`config.mk`:
```
export PLATFORM = sky130hd
export DESIGN_NAME = hazard_forward_ctrl
export DESIGN_NICKNAME = d
export VERILOG_FILES = /design/src/rtl/hazard_forward_ctrl_pkg.sv /design/src/rtl/hazard_forward_ctrl_match.sv /design/src/rtl/hazard_forward_ctrl.sv
export SDC_FILE = /design/constraint.sdc
export NUM_CORES = 1
export LEC_CHECK = 0
export BUFFER_PORTS_ARGS = -buffer_cell sky130_fd_sc_hd__buf_2
export CAP_MARGIN = 25
export CORE_MARGIN = 4
export CORE_UTILIZATION = 57
export DETAILED_ROUTE_END_ITERATION = 7
export MAX_ROUTING_LAYER = met4
export PLACE_DENSITY = 0.83
export SLEW_MARGIN = 20
export SYNTH_ARGS = -nofsm -noshare
export SYNTH_HDL_FRONTEND = slang
export SYNTH_HIERARCHICAL = 1
export SYNTH_SLANG_ARGS = --single-unit
```
`constraint.sdc`:
```
create_clock -name Clk -period 4.8 [get_ports Clk]
set_input_delay 0.96 -clock Clk [delete_from_list [all_inputs] [get_ports Clk]]
set_output_delay 0.96 -clock Clk [all_outputs]
set_load 0.02 [all_outputs]
```
`src/rtl/hazard_forward_ctrl_pkg.sv`:
```
// Shared types for the pipeline hazard controller: forward-select codes
// and the EX/MEM tracking entry.
package hazard_forward_ctrl_pkg;

    localparam int TRK_RD_W = 5;

    localparam logic [1:0] FWD_NONE = 2'b00;
    localparam logic [1:0] FWD_OP1  = 2'b01;
    localparam logic [1:0] FWD_OP2  = 2'b10;
    localparam logic [1:0] FWD_BOTH = 2'b11;

    typedef struct packed {
        logic                valid;
        logic [TRK_RD_W-1:0] rd;
        logic                reg_write;
        logic                mem_read;
    } track_t;

    localparam track_t TRK_BUBBLE = '0;

endpackage

```
`src/rtl/hazard_forward_ctrl_match.sv`:
```
// Combinational producer/consumer comparator: one tracking entry against
// both ID source registers; x0 never matches.
module hazard_match
    import hazard_forward_ctrl_pkg::*;
(
    input  track_t              i_entry,
    input  logic [TRK_RD_W-1:0] i_rs1,
    input  logic [TRK_RD_W-1:0] i_rs2,
    output logic [1:0]          o_mask
);

    logic w_live;
    logic w_hit1;
    logic w_hit2;

    assign w_live = i_entry.valid & i_entry.reg_write;
    assign w_hit1 = w_live && (i_entry.rd == i_rs1) && (i_rs1 != '0);
    assign w_hit2 = w_live && (i_entry.rd == i_rs2) && (i_rs2 != '0);

    // Build the 2-bit mask in the forward-select encoding.
    always_comb begin
        o_mask = FWD_NONE;
        if (w_hit1) o_mask = o_mask | FWD_OP1;
        if (w_hit2) o_mask = o_mask | FWD_OP2;
    end

endmodule

```
`src/rtl/hazard_forward_ctrl.sv`:
```
// Hazard controller: tracks EX/MEM producers, drives forward selects,
// load-use / distance-2 stalls and branch flush. Option macro: FWD_MEM_EN.
module hazard_forward_ctrl
    import hazard_forward_ctrl_pkg::*;
#(
    parameter int REG_ADDR_W  = TRK_RD_W,
    parameter int STALL_CNT_W = 16
) (
    input  logic                   Clk,
    input  logic                   Reset,
    input  logic                   ID_Valid,
    input  logic [REG_ADDR_W-1:0]  ID_Rs1,
    input  logic [REG_ADDR_W-1:0]  ID_Rs2,
    input  logic [REG_ADDR_W-1:0]  ID_Rd,
    input  logic                   ID_Reg_Write,
    input  logic                   ID_Mem_Read,
    input  logic                   Branch_Taken,
    output logic [1:0]             Signal_Forward,
`ifdef FWD_MEM_EN
    output logic [1:0]             Signal_Forward_Mem,
`endif
    output logic                   Stall,
    output logic                   Flush,
    output logic [STALL_CNT_W-1:0] Stall_Count
);

    track_t r_ex_t;
    track_t r_mem_t;
    track_t w_id_entry;

    logic [1:0] r_fwd;
    logic [1:0] w_m1;
    logic [1:0] w_m2;
    logic [1:0] w_m2_only;
    logic       w_load_use;
    logic       w_dist2_stall;
    logic       w_stall;
    logic       w_enter;

    logic [STALL_CNT_W-1:0] r_stall_count;

    hazard_match u_match_ex (
        .i_entry (r_ex_t),
        .i_rs1   (ID_Rs1),
        .i_rs2   (ID_Rs2),
        .o_mask  (w_m1)
    );

    hazard_match u_match_mem (
        .i_entry (r_mem_t),
        .i_rs1   (ID_Rs1),
        .i_rs2   (ID_Rs2),
        .o_mask  (w_m2)
    );

    // Distance-1 wins per operand, so MEM only counts where EX missed.
    assign w_m2_only  = w_m2 & ~w_m1;
    assign w_load_use = (|w_m1) & r_ex_t.mem_read;

`ifdef FWD_MEM_EN
    assign w_dist2_stall = 1'b0;
`else
    assign w_dist2_stall = |w_m2_only;
`endif

    assign w_stall = ID_Valid & ~Branch_Taken & (w_load_use | w_dist2_stall);
    assign w_enter = ID_Valid & ~Branch_Taken & ~w_stall;

    assign Stall          = w_stall;
    assign Flush          = Branch_Taken;
    assign Signal_Forward = r_fwd;
    assign Stall_Count    = r_stall_count;

    assign w_id_entry = '{
        valid:     1'b1,
        rd:        ID_Rd,
        reg_write: ID_Reg_Write,
        mem_read:  ID_Mem_Read
    };

    // Advance the EX/MEM tracking pipeline; stalls, flushes and idle ID insert a bubble.
    always_ff @(posedge Clk or posedge Reset) begin
        if (Reset) begin
            r_ex_t  <= TRK_BUBBLE;
            r_mem_t <= TRK_BUBBLE;
        end else begin
            r_mem_t <= r_ex_t;
            r_ex_t  <= w_enter ? w_id_entry : TRK_BUBBLE;
        end
    end

    // Register the ALU-result forward select for the instruction entering EX.
    always_ff @(posedge Clk or posedge Reset) begin
        if (Reset) r_fwd <= FWD_NONE;
        else       r_fwd <= w_enter ? w_m1 : FWD_NONE;
    end

`ifdef FWD_MEM_EN
    logic [1:0] r_fwd_mem;

    assign Signal_Forward_Mem = r_fwd_mem;

    // Register the MEM/WB forward select for the instruction entering EX.
    always_ff @(posedge Clk or posedge Reset) begin
        if (Reset) r_fwd_mem <= FWD_NONE;
        else       r_fwd_mem <= w_enter ? w_m2_only : FWD_NONE;
    end
`endif

    // Saturating count of stall cycles.
    always_ff @(posedge Clk or posedge Reset) begin
        if (Reset)
            r_stall_count <= '0;
        else if (w_stall && !(&r_stall_count))
            r_stall_count <= r_stall_count + 1'b1;
    end

endmodule

```
==> impl_metrics.yaml <==
detailed_routing:
  top_layer: "met4"
  routedWlPerCell_um: 14.34
  vias: 1287
  drt_first_pass_iters: 4
  drtIter0Drc: 51
  viasPerCell: 5.596
  wl_met1_um: 1457
  wirelength_um: 3299
  wl_met3_um: 188
  wl_met2_um: 1597
  ant_nets: 0
  drc: 0
worst_setup_path:
  r2r-start: "r_ex_t[3]"
  crit_required_ns: 3.84
  crit_arrival_ns: 2.73
  cp_max_fo: 16
  reg2reg_depth: 7
  start_kind: "input pin"
  r2r_setup_slack_ns: 2.25
  cp_slowest_cell: "or4_1"
  reg2reg_to: "Stall_Count[10]"
  slowest_delay_ns: 0.52
  cp-end-kind: "primary output"
  critPathTopFamily: "simple AND/OR/NAND/NOR gates"
  critPathKind: "input pin to primary output"
  path_cells: "buf_2, or4_1, a21oi_1, nor4_1, nand2b_4, a311o_4, inv_1, buf_2"
  cpMostUsedCell: "buf_2"
  cp_num_buf_inv: 3
finish:
  final_area_sq_um: 1989
  fin_cells: 230
  layout-drive-gt1-share_pct: 31.66
  area_growth_pct: 16.65
  layout.nets: 220
  diodes: 0
clocking:
  cts_made_buffers: 5
  cts_tree: "built"
  cts_setup_buffers: 0
  root_buffer: "clkbuf_4"
  cts_sinks: 33
  path_clk_slew_ns: 0.10
  hold_buffers: 0
  cts_resized: 0
  htreeDepth: 2
  clockBufferDepth: 2
  clkLatencyLatePin_ns: 0.33
sta:
  fmax_ghz: 0.2707
  fin_crit_sh_pct: 76.95
  tightest_slew_ns: 0.8898
  rsz0062_at_grt: "no"
  maxSlewHeadroom_pct: 40.23
  setup_violations: 0
  fin_crit_ns: 3.693
  finalClockSkew_ns: 0.01247
  fin_tns_setup_ns: 0
  final_hold_viol_count: 0
  drv_slew: 0
place:
  place_inst: 222
  gp_congestion: 0.8424
  io_buffers: 40
  placed_area_sq_um: 1901
  dp_hpwl_um: 2529
floorplan:
  die_area_sq_um: 3931
  die_w_um: 62.70
  io_pins: 41
  die_y_um: 62.70
  num_rows: 19
  initial_utilization_pct: 60.79
  core_sq_um: 2805
global_routing:
  grtUsageTotal_pct: 19.23
  antenna_found_initial: 0
  grt_start_max_net_pins: 34
  grt_remaining_overflow: 0
  grt_pass1_wl_um: 5733
  grt_pass1_vias: 1320
synthesis:
  syn_nets: 178
  synthCells: 156
  avgSynthCellArea_sq_um: 10.93
  synthesis.area_sq_um: 1705
  yosysWarnings: 6
min_path:
  min_from: "r_ex_t[7]"
  hold_end: "r_mem_t[7]"
  hold_depth: 0
  hp-class: "flop to flop"
status:
  status: "finished, final reports clean"
pwr:
  leakage_nw: 1.022
  peakVddDrop_uv: 178.4
  powerDensity_nw_per_um2: 273.1
run:
  max-cap-violations: 0
layout make-up:
| cell class | instances | area (sq um) |
|---|---|---|
| Clock buffer | 6 | 51.30 |
| Timing Repair Buffer | 42 | 212.7 |
| Clock inverter | 2 | 37.54 |
| Fill cell | 220 | 815.8 |
| Inverter | 3 | 11.26 |
| Tap cell | 31 | 38.79 |
| Sequential cell | 33 | 825.8 |
| Multi-Input combinational cell | 113 | 812.0 |
sequential cells by signal (all words and copies together) (netlist names):
register and count:
r_mem_t 7, Stall_Count 16, r_ex_t 8, Signal_Forward 2
per-stage QoR:
stage | util (%) | hold slack (ns) | total power, W | setup WS, ns
final | 70.92 | 0.3940 | 0.0005434 | 1.107
after global routing | 70.92 | 0.4021 | 0.0005709 | 0.9836
after CTS | 70.92 | 0.3928 | 0.0005525 | 1.106
after detailed placement | 67.75 | 0.3814 | 0.0003370 | 1.107
after global placement | 67.57 | 0.3573 | 0.0003343 | 1.153
after floorplan | - | 0.3535 | 0.0003184 | 1.236
routing by layer:
metal  global-route usage (%)  vias up
met5                        -        -
met4                    8.264        0
met3                    5.216        5
met2                    31.82       43
met1                    21.95      612
li1                         -      627
worst max-delay path by stage:
stage,endpoint,depth (start not counted),start,slack [ns]
floorplan,Stall,8,ID_Rs1[1],1.24
global placement,Stall,8,ID_Rs1[1],1.15
detailed placement,Stall,8,ID_Rs1[1],1.11
CTS,Stall,8,ID_Rs1[1],1.11
global route,Stall,8,ID_Rs1[1],0.98
finish,Stall,8,ID_Rs1[1],1.11
cell usage in the layout, fill, tap and decap left out, types with 6 or more instances in the layout:
master / instances
and2_1: 14
dfrtp_1: 33
nand4_1: 6
xnor2_1: 12
nand3_1: 8
nand2_1: 8
buf_2: 41
xor2_1: 18
nor4_1: 8
nor4_2: 6
nor2_1: 7
power breakdown:
part	total (W)	switching (W)	internal [W]	leakage, nW
Clock	0.000212	0.0000886	0.000124	0.0445
Sequential	0.000290	0.00000605	0.000284	0.452
Combinational	0.0000413	0.0000217	0.0000196	0.526
worst reg2reg max path: stages (launching register included):
cell,delay [ns]
dfrtp_1,0.44
or4_1,0.55
a21oi_1,0.16
nor4_1,0.10
nand2b_1,0.18
a311o_4,0.43
nor4_1,0.42
xor2_1,0.20
Note: power is estimated with default switching activity, not from simulation.
